File: config.mk
export PLATFORM = sky130hd
export DESIGN_NAME = arp_cam_ctrl
export DESIGN_NICKNAME = d
export VERILOG_FILES = /design/src/rtl/arp_defs_pkg.sv /design/src/rtl/arp_cam_alloc.sv /design/src/rtl/arp_cam_ctrl.sv
export SDC_FILE = /design/constraint.sdc
export NUM_CORES = 1
export LEC_CHECK = 0
export BUFFER_PORTS_ARGS = -buffer_cell sky130_fd_sc_hd__buf_2
export CAP_MARGIN = 10
export CORE_MARGIN = 3
export CORE_UTILIZATION = 25
export CTS_BUF_LIST = sky130_fd_sc_hd__clkbuf_16
export CTS_CLUSTER_SIZE = 24
export DETAILED_ROUTE_END_ITERATION = 8
export PLACE_DENSITY = 0.42
export SYNTH_ARGS = -nofsm -noshare
export SYNTH_HDL_FRONTEND = slang
export SYNTH_SLANG_ARGS = --single-unit
File: constraint.sdc
create_clock -name clk -period 2.68 [get_ports clk]
set_input_delay 0.402 -clock clk [delete_from_list [all_inputs] [get_ports clk]]
set_output_delay 0.402 -clock clk [all_outputs]
set_load 0.05 [all_outputs]
File: src/rtl/arp_defs_pkg.sv
`default_nettype none
// ============================================================================
// Module      : arp_defs_pkg
// Description : Shared constants for the ARP detector MAC CAM controller.
// Revision    : 1.0 - initial release
// ============================================================================
package arp_defs_pkg;

  localparam int MAC_W      = 48;
  localparam logic [MAC_W-1:0] INVALID_MAC = '0;

  localparam int CAM_RD_LAT = 1;
  localparam int CAM_WR_LAT = 2;

  localparam int STATE_W = 3;
  localparam logic [STATE_W-1:0] S_INIT      = 3'd0;
  localparam logic [STATE_W-1:0] S_INIT_WAIT = 3'd1;
  localparam logic [STATE_W-1:0] S_IDLE      = 3'd2;
  localparam logic [STATE_W-1:0] S_CMP       = 3'd3;
  localparam logic [STATE_W-1:0] S_CMP_WAIT  = 3'd4;
  localparam logic [STATE_W-1:0] S_RESULT    = 3'd5;
  localparam logic [STATE_W-1:0] S_WR        = 3'd6;
  localparam logic [STATE_W-1:0] S_WR_WAIT   = 3'd7;

endpackage
`default_nettype wire

File: src/rtl/arp_cam_alloc.sv
`default_nettype none
// ============================================================================
// Module      : arp_cam_alloc
// Description : CAM write-address allocator: free fill, then round-robin victim.
// Revision    : 1.0 - initial release
// ============================================================================
module arp_cam_alloc #(
  parameter int LUT_DEPTH_BITS = 4
) (
  input  logic                      clk,
  input  logic                      reset,
  input  logic                      i_alloc,
  output logic [LUT_DEPTH_BITS-1:0] o_alloc_addr,
  output logic [LUT_DEPTH_BITS:0]   o_entry_count
);

  localparam logic [LUT_DEPTH_BITS:0] c_full_count = {1'b1, {LUT_DEPTH_BITS{1'b0}}};

  logic [LUT_DEPTH_BITS-1:0] r_free_ptr;
  logic [LUT_DEPTH_BITS-1:0] r_victim_ptr;
  logic [LUT_DEPTH_BITS:0]   r_count;
  logic                      w_full;

  assign w_full        = (r_count == c_full_count);
  assign o_alloc_addr  = w_full ? r_victim_ptr : r_free_ptr;
  assign o_entry_count = r_count;

  always_ff @(posedge clk) begin
    if (reset) begin
      r_free_ptr   <= '0;
      r_victim_ptr <= '0;
      r_count      <= '0;
    end else if (i_alloc) begin
      if (!w_full) begin
        r_free_ptr <= r_free_ptr + 1'b1;
        r_count    <= r_count + 1'b1;
      end else begin
        r_victim_ptr <= r_victim_ptr + 1'b1;
      end
    end
  end

endmodule
`default_nettype wire

File: src/rtl/arp_cam_ctrl.sv
`default_nettype none
// ============================================================================
// Module      : arp_cam_ctrl
// Description : Clears, arbitrates and sequences the shared 48-bit MAC CAM.
// Revision    : 1.0 - initial release
// ============================================================================
module arp_cam_ctrl
  import arp_defs_pkg::*;
#(
  parameter int LUT_DEPTH_BITS = 4,
  parameter int LUT_DEPTH      = 2**LUT_DEPTH_BITS,
  parameter int STARVE_LIMIT   = 4
) (
  input  logic                      clk,
  input  logic                      reset,
  input  logic                      chk_req,
  input  logic [MAC_W-1:0]          chk_mac,
  output logic                      chk_ack,
  output logic                      chk_done,
  output logic                      chk_hit,
  output logic [LUT_DEPTH_BITS-1:0] chk_addr,
  input  logic                      lrn_req,
  input  logic [MAC_W-1:0]          lrn_mac,
  output logic                      lrn_ack,
  output logic                      lrn_done,
  output logic                      lrn_new,
  output logic [LUT_DEPTH_BITS-1:0] lrn_addr,
  output logic                      init_done,
  output logic [LUT_DEPTH_BITS:0]   entry_count,
  output logic [MAC_W-1:0]          cam_cmp_din,
  input  logic                      cam_match,
  input  logic [LUT_DEPTH_BITS-1:0] cam_match_addr,
  input  logic                      cam_busy,
  output logic [MAC_W-1:0]          cam_din,
  output logic                      cam_we,
  output logic [LUT_DEPTH_BITS-1:0] cam_wr_addr
);

  localparam int c_stv_w = $clog2(STARVE_LIMIT + 1);
  localparam logic [1:0] c_wait_min = 2'(CAM_WR_LAT - 1);

  logic [STATE_W-1:0]        r_state;
  logic [STATE_W-1:0]        w_next_state;
  logic [LUT_DEPTH_BITS-1:0] r_init_ptr;
  logic                      r_init_done;
  logic [1:0]                r_wait_cnt;
  logic [c_stv_w-1:0]        r_starve;
  logic [MAC_W-1:0]          r_mac;
  logic                      r_is_chk;
  logic                      r_zero;
  logic                      r_match;
  logic [LUT_DEPTH_BITS-1:0] r_match_addr;
  logic [MAC_W-1:0]          r_cmp_din;
  logic [MAC_W-1:0]          r_cam_din;
  logic                      r_cam_we;
  logic [LUT_DEPTH_BITS-1:0] r_cam_wr_addr;

  logic                      w_idle;
  logic                      w_lrn_prio;
  logic                      w_chk_gnt;
  logic                      w_lrn_gnt;
  logic [MAC_W-1:0]          w_gnt_mac;
  logic                      w_wait_ok;
  logic                      w_init_last;
  logic                      w_alloc;
  logic [LUT_DEPTH_BITS-1:0] w_alloc_addr;

  assign w_idle      = (r_state == S_IDLE) && r_init_done;
  assign w_lrn_prio  = lrn_req && (r_starve == c_stv_w'(STARVE_LIMIT));
  assign w_chk_gnt   = w_idle && chk_req && !w_lrn_prio;
  assign w_lrn_gnt   = w_idle && lrn_req && !w_chk_gnt;
  assign w_gnt_mac   = w_chk_gnt ? chk_mac : lrn_mac;
  // Write waits last at least CAM_WR_LAT cycles since cam_busy lags cam_we.
  assign w_wait_ok   = (r_wait_cnt == c_wait_min) && !cam_busy;
  assign w_init_last = (r_init_ptr == LUT_DEPTH_BITS'(LUT_DEPTH - 1));
  assign w_alloc     = (r_state == S_WR_WAIT) && w_wait_ok;

  arp_cam_alloc #(
    .LUT_DEPTH_BITS (LUT_DEPTH_BITS)
  ) u_alloc (
    .clk           (clk),
    .reset         (reset),
    .i_alloc       (w_alloc),
    .o_alloc_addr  (w_alloc_addr),
    .o_entry_count (entry_count)
  );

  always_ff @(posedge clk) begin
    if (reset) r_state <= S_INIT;
    else       r_state <= w_next_state;
  end

  always_comb begin
    w_next_state = r_state;
    case (r_state)
      S_INIT:      w_next_state = S_INIT_WAIT;
      S_INIT_WAIT: if (w_wait_ok) w_next_state = w_init_last ? S_IDLE : S_INIT;
      S_IDLE:      if (w_chk_gnt || w_lrn_gnt) w_next_state = S_CMP;
      S_CMP:       w_next_state = S_CMP_WAIT;
      S_CMP_WAIT:  w_next_state = S_RESULT;
      S_RESULT:    w_next_state = (r_is_chk || r_zero || r_match) ? S_IDLE : S_WR;
      S_WR:        w_next_state = S_WR_WAIT;
      S_WR_WAIT:   if (w_wait_ok) w_next_state = S_IDLE;
      default:     w_next_state = S_INIT;
    endcase
  end

  always_comb begin
    chk_ack  = w_chk_gnt;
    lrn_ack  = w_lrn_gnt;
    chk_done = (r_state == S_RESULT) && r_is_chk;
    chk_hit  = r_match;
    chk_addr = r_match_addr;
    lrn_done = ((r_state == S_RESULT) && !r_is_chk && (r_zero || r_match)) ||
               ((r_state == S_WR_WAIT) && w_wait_ok);
    lrn_new  = (r_state == S_WR_WAIT);
    lrn_addr = (r_state == S_WR_WAIT) ? r_cam_wr_addr : r_match_addr;
  end

  always_ff @(posedge clk) begin
    if (reset) begin
      r_init_ptr    <= '0;
      r_init_done   <= 1'b0;
      r_wait_cnt    <= '0;
      r_starve      <= '0;
      r_mac         <= '0;
      r_is_chk      <= 1'b0;
      r_zero        <= 1'b0;
      r_match       <= 1'b0;
      r_match_addr  <= '0;
      r_cmp_din     <= '0;
      r_cam_din     <= '0;
      r_cam_we      <= 1'b0;
      r_cam_wr_addr <= '0;
    end else begin
      r_cam_we <= (r_state == S_INIT) || (r_state == S_WR);
      if (r_state == S_INIT) begin
        r_cam_din     <= INVALID_MAC;
        r_cam_wr_addr <= r_init_ptr;
      end
      if (r_state == S_WR) begin
        r_cam_din     <= r_mac;
        r_cam_wr_addr <= w_alloc_addr;
      end

      if ((r_state == S_INIT_WAIT) || (r_state == S_WR_WAIT)) begin
        if (r_wait_cnt != c_wait_min) r_wait_cnt <= r_wait_cnt + 1'b1;
      end else begin
        r_wait_cnt <= '0;
      end

      if ((r_state == S_INIT_WAIT) && w_wait_ok) begin
        if (w_init_last) r_init_done <= 1'b1;
        else             r_init_ptr  <= r_init_ptr + 1'b1;
      end

      // Zero MAC skips the compare bus so the CAM never sees an empty-entry key.
      if (w_chk_gnt || w_lrn_gnt) begin
        r_mac    <= w_gnt_mac;
        r_is_chk <= w_chk_gnt;
        r_zero   <= (w_gnt_mac == INVALID_MAC);
        if (w_gnt_mac != INVALID_MAC) r_cmp_din <= w_gnt_mac;
      end

      if (w_lrn_gnt || !lrn_req) r_starve <= '0;
      else if (w_chk_gnt)        r_starve <= r_starve + 1'b1;

      if (r_state == S_CMP_WAIT) begin
        r_match      <= cam_match && !r_zero;
        r_match_addr <= r_zero ? '0 : cam_match_addr;
      end
    end
  end

  assign init_done   = r_init_done;
  assign cam_cmp_din = r_cmp_din;
  assign cam_din     = r_cam_din;
  assign cam_we      = r_cam_we;
  assign cam_wr_addr = r_cam_wr_addr;

endmodule
`default_nettype wire

==> results of run 1 <==
## flip-flops by register name, summed over array words and instances, names as in the netlist
signal	flops
cam_cmp_din	48
cam_din	48
cam_we	1
cam_wr_addr	4
chk_addr	4
chk_hit	1
init_done	1
r_init_ptr	4
r_is_chk	1
r_mac	48
r_starve	3
r_state	3
r_wait_cnt	2
r_zero	1
u_alloc.o_entry_count	5
u_alloc.r_free_ptr	4
u_alloc.r_victim_ptr	4
## cells in the mapped netlist, types with 7 or more instances
cell type and number:
mux2_2 23, buf_1 7, clkbuf_1 45, xor2_1 9
mux2_1 13, a211oi_1 51, mux2i_1 55, inv_1 7
ha_1 8, mux2_4 16, nor4_1 22, o21ai_0 10
nand4_1 10, nor2b_1 50, a21oi_1 22, dfxtp_1 182
a22oi_1 48, nor2_1 180, nand2_1 15
## logic make-up (layout without fill, tap and decap cells)
family	Yosys count	in the layout
multiplexers	107	107
adder cells (fa/ha/maj)	8	8
buffers and inverters	72	296
flip-flops	182	182
other	0	2
XOR/XNOR	12	12
AND/OR/NAND/NOR	310	310
AO/OA/AOI/OAI	138	138
## cells in the final DEF, fill, tap and decap left out, types with 3 or more instances in the layout
cell type     n
mux2_2       23
xnor2_1       3
a211oi_1     51
clkbuf_16    17
nand3_1       4
nor2_1      180
clkinvlp_4    3
mux2_4       16
buf_4        24
buf_2       225
o21ai_0      10
mux2i_1      55
nor3_1        3
inv_1         7
nand2_1      15
inv_6         7
ha_1          8
a21oi_1      22
nand2b_1      4
mux2_1       13
nand3b_1      5
a22oi_1      48
xor2_1        9
dfxtp_1     182
nand4_1      10
buf_12        6
nor4_1       22
nor2b_1      50
## routing by layer
| metal | track usage | up-vias | part of all wire |
|---|---|---|---|
| met5 | 0 | - | 0.00084 |
| met4 | 0.0293 | 4 | 0.0066 |
| met3 | 0.0500 | 14 | 0.068 |
| met2 | 0.237 | 168 | 0.45 |
| met1 | 0.199 | 3039 | 0.47 |
| li1 | - | 3359 | - |
## power groups by stage
stage | Combinational, W | Sequential, W | Clock, W
5_1_grt | 0.000345 | 0.00271 | 0.00280
3_3_place_gp | 0.000318 | 0.00277 | 0
6_report | 0.000311 | 0.00271 | 0.00257
2_1_floorplan | 0.000133 | 0.00278 | 0
4_1_cts | 0.000318 | 0.00271 | 0.00269
3_5_place_dp | 0.000318 | 0.00277 | 0
## stage by stage
stage                     cell area [µm²]  worst slack, ns  setup TNS [ns]  cells
after floorplan                      7830            0.126               0    829
after detailed placement             9500           -0.130           -4.45   1417
after CTS                           10100            0.248               0   1449
after global routing                10100            0.155               0   1450
final                               10100            0.279               0   1451
after global placement               9500          -0.0901           -3.43   1417
## layout make-up
class,instances,share of cell area
diodes,2,0.000496
clock buffers,17,0.0422
clock inverters,15,0.0161
inverters,8,0.00298
multi-input cells,575,0.386
flip-flops and latches,182,0.361
well taps,396,0.0491
repair buffers,256,0.142
## final timing paths
path / start / endpoint / cells after the start
max: r_starve[0]$_SDFFE_PP0N_ / cam_cmp_din[37]$_SDFFE_PP0P_ / 9
min: cam_match_addr[2] / chk_addr[2]$_SDFFE_PP0P_ / 3
max reg2reg: r_starve[0]$_SDFFE_PP0N_ / cam_cmp_din[37]$_SDFFE_PP0P_ / 9
min reg2reg: r_mac[44]$_SDFFE_PP0P_ / r_mac[44]$_SDFFE_PP0P_ / 2
## critical path, delay by kind of cell, from the launching register on
kind / cells / cell delay [ns]
and+or+nand+nor: 3 / 0.91
buffers and inverters: 3 / 0.40
muxes: 1 / 0.34
DFF: 1 / 0.32
adders and majority gates: 1 / 0.16
AOI/OAI and AO/OA: 1 / 0.14
==> flow_summary.toml, run 1 <==
[run_status]
status = "complete, no violations"

[drt]
ant_nets = 0
drc = 0
viasPerCell = 4.54
drtIter0Drc = 250
dr.pass1.iters = 4
vias = 6584
wl_per_cell_um = 17.3
postRouteWirelength_mm = 25.1

[clock_network]
cts_tree = "done"
clkLatencyLatePin_ns = 0.42
clock_path_buffers = 2
hold_buffers = 0
cts_buffers = 17
post_cts_resized = 0
cts.reportedPaths.clkPinSlew_ns = 0.07
postCtsSetupBuffers = 0
htree_levels = 4
clock-root-buffer = "clkbuf_16"
clock-sinks = 182

[pwr]
power_frac_seq = 0.484
powerDensity_nw_per_um2 = 554
p_comb_frac = 0.056
power_w = 0.00559
p_int_w = 0.00422
p_switching_w = 0.00138
p_clk_frac = 0.460
ir_worst_vdd_uv = 405
p_leak_nw = 4.59
switching_share = 0.246

[setup_path]
critPathKind = "reg -> reg"
end_kind = "flip-flop"
crit_required_ns = 2.98
r2r_slack_ns = 0.28
worstPathMaxFanout = 20
crit_arrival_ns = 2.71
slowest_stage = "or4_4"
setup.worst_path.start_class = "flip-flop"
critical-path-max-stage-delay_ns = 0.55
path_cells = "inv_1 > ha_1 > nand3_1 > nand3_4 > inv_2 > or4_4 > o211ai_4 > buf_12 > mux2_1"

[synthesis]
synthCells = 829
synth_cell_type_count = 48
synth-xor-area-share = 0.0134
synth_top_cell_area_share = 0.465
synthMuxAreaShare = 0.153
synth_fp_nets = 943
ys_top_cells_by_area = "dfxtp_1 (47%), nor2_1 (8.6%), mux2i_1 (7.0%)"
synth_flop_cell = "dfxtp_1"
yosys.area_share.simple = 0.191
synth_warnings = 0
synth_edf_count = 0
ys_async_sr_fraction = 0
ys_ff_latch = 182
synth_compound_area_frac = 0.124
yosysTopAreaCell = "dfxtp_1"
synth_seq_area_share = 0.465
avgSynthCellArea_um2 = 9.44
synthAdderAreaFrac = 0.0128
synth_top_family_by_area = "simple AND/OR/NAND/NOR gates"
netlist_area_um2 = 7830

[timing]
max_slew_margin = 0.524
setup_viol = 0
slew_viol_final = 0
hold_viol = 0
rsz0062_at_grt = "false"
timing.hold.ws_ns = 0.245
fin_crit_ns = 2.40
worst_pin_slew_ns = 0.710
final.setup_skew_ns = 0.00876
fmax_mhz = 416
fin_crit_sh = 0.896

[finish]
syn_to_final_growth_pct = 28.9
multiInputGateArea_um2 = 3890
finalNetCount = 1154
utilization = 0.328
fill_cells = 3268
seq_area_um2 = 3640
drive_gt1_frac = 0.318

[place]
dp_hpwl_mm = 18.4
numPortBuffers = 226
routabilityCongestion = 0.789

[flow_run]
drv_cap = 0

[die]
std_cell_rows = 64
die_width_um = 183
fp.coreArea_um2 = 30700
io_pins = 227
die_y_um = 183
start_util = 0.255
die-area_um2 = 33500

[global_route]
antenna_found_initial = 4
grt.total_usage = 0.149
grt_max_degree = 88
grt_pass1_wl_mm = 38.6
grt-ovfl-total = 0
grt_pass1_vias = 6464

[min_path]
hold_class = "in -> reg"
(Power assumes the default switching activity.)
==> run 2: changes to the inputs <==
--- a/config.mk
+++ b/config.mk
@@ -12,7 +12,9 @@
 export CTS_BUF_LIST = sky130_fd_sc_hd__clkbuf_16
 export CTS_CLUSTER_SIZE = 24
 export DETAILED_ROUTE_END_ITERATION = 8
-export PLACE_DENSITY = 0.42
+export PLACE_DENSITY = 0.43
+export SETUP_SLACK_MARGIN = 0.15
 export SYNTH_ARGS = -nofsm -noshare
 export SYNTH_HDL_FRONTEND = slang
+export SYNTH_HIERARCHICAL = 1
 export SYNTH_SLANG_ARGS = --single-unit
==> flow_summary.toml, run 2 <==
[place]
dp_hpwl_mm = 19.0
numPortBuffers = 226
routabilityCongestion = 0.825

[finish]
fill_cells = 3074
final_common_cell = "buf_2"
drive_gt1_frac = 0.306
syn_to_final_growth_pct = 31.1
final_cell_mix = "buf_2 (224), dfxtp_1 (181), nor2_1 (114)"
finalNetCount = 1123

[pwr]
p_clk_frac = 0.463
powerDensity_nw_per_um2 = 576
p_leak_nw = 4.11
power_frac_seq = 0.484
ir_worst_vdd_uv = 419
p_comb_frac = 0.053
p_switching_w = 0.00144
p_int_w = 0.00416
switching_share = 0.257
power_w = 0.00560

[timing]
tns_ns = 0
final.setup_skew_ns = 0.0166
worst_pin_slew_ns = 0.931
max_slew_margin = 0.373
fin_crit_sh = 0.890
rsz0062_at_grt = "false"
fin_crit_ns = 2.39
slew_viol_final = 0
hold_viol = 0
fmax_mhz = 419
timing.hold.ws_ns = 0.236
setup_viol = 0

[min_path]
hold_class = "in -> reg"
min_delay_path_depth = 3

[synthesis]
yosysTopAreaCell = "dfxtp_1"
netlist_area_um2 = 7420
synth_flop_cell = "dfxtp_1"
ys_async_sr_fraction = 0
synthCells = 803
synth_fp_nets = 917
synth_most_common_cell = "dfxtp_1"
ys_ff_latch = 182
synth_top_cell_area_share = 0.491
synthTopCellsByCount = "dfxtp_1 (182), nor2_1 (116), a211oi_1 (88)"
synth_cell_type_count = 46
synth_warnings = 6
ys_top_cells_by_area = "dfxtp_1 (49%), a211oi_1 (8.9%), mux2i_1 (6.5%)"
synth_seq_area_share = 0.491
synth_edf_count = 0
avgSynthCellArea_um2 = 9.24

[drt]
drtIter0Drc = 350
postRouteWirelength_mm = 26.2
viasPerCell = 4.80
dr.pass1.iters = 5
drc = 0
ant_nets = 0
wl_per_cell_um = 18.6
vias = 6759

[clock_network]
postCtsSetupBuffers = 0
cts_tree = "done"
clock-sinks = 182
clock-root-buffer = "clkbuf_16"
cts_buffers = 17
clkLatencyLatePin_ns = 0.44
htree_levels = 4
cts.reportedPaths.clkPinSlew_ns = 0.08
clock_path_buffers = 2

[flow_run]
drv_cap = 0

[global_route]
grt_pass1_wl_mm = 38.9
antenna_found_initial = 1
grt_pass1_vias = 6320
grt.total_usage = 0.160
grt_max_degree = 105
grt-ovfl-total = 0

[die]
start_util = 0.256
std_cell_rows = 62
fp.coreArea_um2 = 29000
die_width_um = 178
die-area_um2 = 31800
io_pins = 227
die_y_um = 178

[setup_path]
crit_required_ns = 2.28
path_cells = "nor4bb_1 > buf_4 > nand3_4 > buf_12 > inv_1 > buf_4"
critical-path-max-stage-delay_ns = 0.33
setup.worst_path.start_class = "flip-flop"
crit_arrival_ns = 1.98
worstPathMaxFanout = 30
cp_common_cell = "buf_4"
r2r_cells = 7
end_kind = "primary output"
slowest_stage = "nor4bb_1"
critPathKind = "reg -> out"

[run_status]
status = "complete, no violations"
==> run 2: metal layers <==
layer / share of wire / vias up / GRT usage
met3: 0.052 / 20 / 0.0332
li1: - / 3390 / -
met1: 0.48 / 3172 / 0.231
met5: 0 / - / 0
met4: 0.017 / 0 / 0.0458
met2: 0.45 / 177 / 0.242
==> run 2: logic make-up (layout without fill, tap and decap cells) <==
| kind of cell | Yosys count | after routing | share of synthesized area |
|---|---|---|---|
| AOI/OAI and AO/OA | 250 | 250 | 0.228 |
| buffers and inverters | 80 | 299 | 0.0442 |
| DFF | 182 | 182 | 0.491 |
| xor gates and xnor gates | 5 | 5 | 0.00590 |
| other | 0 | 2 | 0 |
| and+or+nand+nor | 225 | 225 | 0.145 |
| adders and majority gates | 8 | 8 | 0.0135 |
| muxes | 53 | 53 | 0.0723 |
==> run 2: worst max-delay path: cells and delay by family, from the launching register on <==
kind | cells | cell delay (ns)
flip-flops | 1 | 0.32
AND/OR/NAND/NOR | 2 | 0.48
buffers and inverters | 4 | 0.76
==> run 2: area by class of cell <==
type / instances / area (µm²) / area share
diodes: 2 / 5.00 / 0.000514
well taps: 384 / 480 / 0.0494
flip-flops and latches: 182 / 3640 / 0.375
clock buffers: 17 / 425 / 0.0437
inverters: 10 / 37.5 / 0.00386
multi-input cells: 541 / 3500 / 0.360
repair buffers: 257 / 1450 / 0.149
clock inverters: 15 / 184 / 0.0189
==> run 2: final timing paths <==
check                           slack [ns]                   startpoint                            to
worst max-delay path                  0.29      r_state[1]$_SDFFE_PP0P_                       chk_ack
worst min-delay path                  0.24            cam_match_addr[1]      chk_addr[1]$_SDFFE_PP0P_
worst max register to register        0.32      r_state[1]$_SDFFE_PP0P_  cam_cmp_din[28]$_SDFFE_PP0P_
worst min register to register        0.48  cam_wr_addr[0]$_SDFFE_PP0P_   cam_wr_addr[0]$_SDFFE_PP0P_
==> run 2: power by group through the flow <==
stage	sequential [W]	clock [W]	combinational, W
after floorplan	0.00278	0	0.000117
final	0.00271	0.00259	0.000299
after CTS	0.00271	0.00267	0.000302
after global routing	0.00271	0.00279	0.000326
after global placement	0.00278	0	0.000303
after detailed placement	0.00278	0	0.000301
==> run 2: per-stage QoR <==
step	utilization	cell area (µm²)	std cells	setup WS, ns
CTS	0.335	9710	1406	0.194
global route	0.335	9730	1407	0.168
detailed placement	0.314	9100	1374	0.0774
finish	0.335	9730	1408	0.294
global placement	0.314	9100	1374	0.126
floorplan	-	7420	803	0.274
==> run 2: repair_timing <==
action / 4_1_cts / 5_1_grt
setup endpoints to repair: 1 / 1
resized for setup: 2 / 3
hold buffers: 0 / 0
==> run 3: changes to the inputs <==
--- a/config.mk
+++ b/config.mk
@@ -5,7 +5,7 @@
 export SDC_FILE = /design/constraint.sdc
 export NUM_CORES = 1
 export LEC_CHECK = 0
-export BUFFER_PORTS_ARGS = -buffer_cell sky130_fd_sc_hd__buf_2
+export BUFFER_PORTS_ARGS = -buffer_cell sky130_fd_sc_hd__clkbuf_2
 export CAP_MARGIN = 10
 export CORE_MARGIN = 3
 export CORE_UTILIZATION = 25
==> flow_summary.toml, run 3 (synthesis gave the netlist of run 2 again) <==
[run_status]
status = "complete, no violations"

[setup_path]
r2r_slack_ns = 0.30
slowest_stage = "dfxtp_1"
cp_common_cell = "buf_12"
crit_arrival_ns = 2.01
worstPathMaxFanout = 15
critPathKind = "reg -> out"
end_kind = "primary output"
crit_required_ns = 2.28
path_cells = "nor4bb_1 > buf_4 > nand3_4 > buf_12 > inv_1 > buf_12"
r2r-end = "cam_cmp_din[31]$_SDFFE_PP0P_"
setup.worst_path.start_class = "flip-flop"
r2r-start = "r_state[1]$_SDFFE_PP0P_"
critical-path-max-stage-delay_ns = 0.33
r2r_cells = 7

[drt]
vias = 6763
dr.pass1.iters = 4
drtIter0Drc = 447
ant_nets = 0
viasPerCell = 4.80
drc = 0
postRouteWirelength_mm = 26.5
wl_per_cell_um = 18.8

[place]
dp_hpwl_mm = 19.1
placedInstanceArea_um2 = 9080
dp_slack_ns = 0.00900
place_inst = 1373
numPortBuffers = 226
routabilityCongestion = 0.821

[global_route]
grt_max_degree = 120
grt-ovfl-total = 0
grt_pass1_vias = 6636
antenna_found_initial = 4
grt.total_usage = 0.164
grt_pass1_wl_mm = 39.9

[timing]
worst_pin_slew_ns = 0.973
max_slew_margin = 0.351
slew_viol_final = 0
fmax_mhz = 415
final.setup_skew_ns = 0.0122
fin_crit_ns = 2.41
setup_viol = 0
fin_crit_sh = 0.899
setup_ws_ns = 0.271
hold_viol = 0
rsz0062_at_grt = "false"
tns_ns = 0

[clock_network]
clock_path_buffers = 2
cts_buffers = 17
cts_tree = "done"
clock-root-buffer = "clkbuf_16"
htree_levels = 4
clkLatencyLatePin_ns = 0.43
postCtsSetupBuffers = 0
cts.reportedPaths.clkPinSlew_ns = 0.08
clock-sinks = 182

[pwr]
switching_share = 0.251
power_frac_seq = 0.491
p_int_w = 0.00414
ir_worst_vdd_uv = 423
p_switching_w = 0.00139
p_leak_nw = 4.01
power_w = 0.00553
p_comb_frac = 0.053
powerDensity_nw_per_um2 = 569
p_clk_frac = 0.456

[finish]
instances_no_fill = 1409
fill_cells = 3057
drive_gt1_frac = 0.306
final_cell_mix = "clkbuf_2 (223), dfxtp_1 (181), nor2_1 (114)"
final_area_um2 = 9710
finalNetCount = 1123
final_common_cell = "clkbuf_2"
syn_to_final_growth_pct = 30.9

[min_path]
min-delay-start = "cam_match"
hold_path_end = "chk_hit$_SDFFE_PP0P_"
hold_class = "in -> reg"
min_delay_path_depth = 3

[die]
std_cell_rows = 62
die_width_um = 178
die_y_um = 178
io_pins = 227
fp.coreArea_um2 = 29000
start_util = 0.256
die-area_um2 = 31800

[flow_run]
drv_cap = 0
## run 3: cell types whose count changed in the layout (fill, tap and decap cells not counted), sizes merged
| cell | change |
|---|---|
| diode | +1 |
| buf | -224 |
| clkinvlp | +1 |
| inv | +1 |
| clkinv | -2 |
| clkbuf | +224 |
## run 3: power by group through the flow
stage	sequential [W]	clock (W)	combinational, W
6_report	0.00271	0.00252	0.000295
5_1_grt	0.00271	0.00272	0.000323
4_1_cts	0.00271	0.00260	0.000296
3_5_place_dp	0.00278	0	0.000296
3_3_place_gp	0.00278	0	0.000297
2_1_floorplan	0.00278	0	0.000117
## run 3: timing repair
item	CTS	global route
hold buffers	0	0
gates resized for setup	2	1
setup endpoints to repair	1	1
gates cloned	0	1
## run 3: per-layer routing
layer,track usage,part of all wire
met5,0,0.00030
met4,0.0552,0.022
met1,0.231,0.48
met3,0.0300,0.047
met2,0.251,0.45
## run 3: worst max path at each step
| stage | slack (ns) | from | endpoint |
|---|---|---|---|
| finish | 0.27 | r_state[1]$_SDFFE_PP0P_ | chk_ack |
| global route | 0.17 | r_starve[0]$_SDFFE_PP0N_ | chk_ack |
| CTS | 0.16 | r_starve[0]$_SDFFE_PP0N_ | chk_ack |
| detailed placement | 0.009 | chk_mac[23] | cam_cmp_din[8]$_SDFFE_PP0P_ |
| global placement | 0.08 | chk_mac[23] | cam_cmp_din[30]$_SDFFE_PP0P_ |
| floorplan | 0.27 | init_done$_SDFFE_PP0P_ | cam_cmp_din[19]$_SDFFE_PP0P_ |
## run 3: final cells by class
| cell class | instances | area [µm²] | share of cell area |
|---|---|---|---|
| Timing Repair Buffer | 257 | 1460 | 0.150 |
| Clock buffer | 17 | 425 | 0.0438 |
| Multi-Input combinational cell | 541 | 3500 | 0.361 |
| Tap cell | 384 | 480 | 0.0495 |
| Inverter | 10 | 37.5 | 0.00386 |
| Antenna cell | 3 | 7.51 | 0.000773 |
| Sequential cell | 182 | 3640 | 0.375 |
| Clock inverter | 15 | 160 | 0.0165 |
## run 3: metrics by stage
stage	utilization	hold slack, ns
final	0.335	0.238
after global placement	0.313	0.471
after floorplan	-	0.454
after global routing	0.335	0.216
after detailed placement	0.313	0.476
after CTS	0.334	0.210
## run 3: critical path: cells and delay by family (launching register included)
kind                   cells  cell delay, ns
buffers and inverters      4            0.77
flip-flops                 1            0.33
AND/OR/NAND/NOR            2            0.48
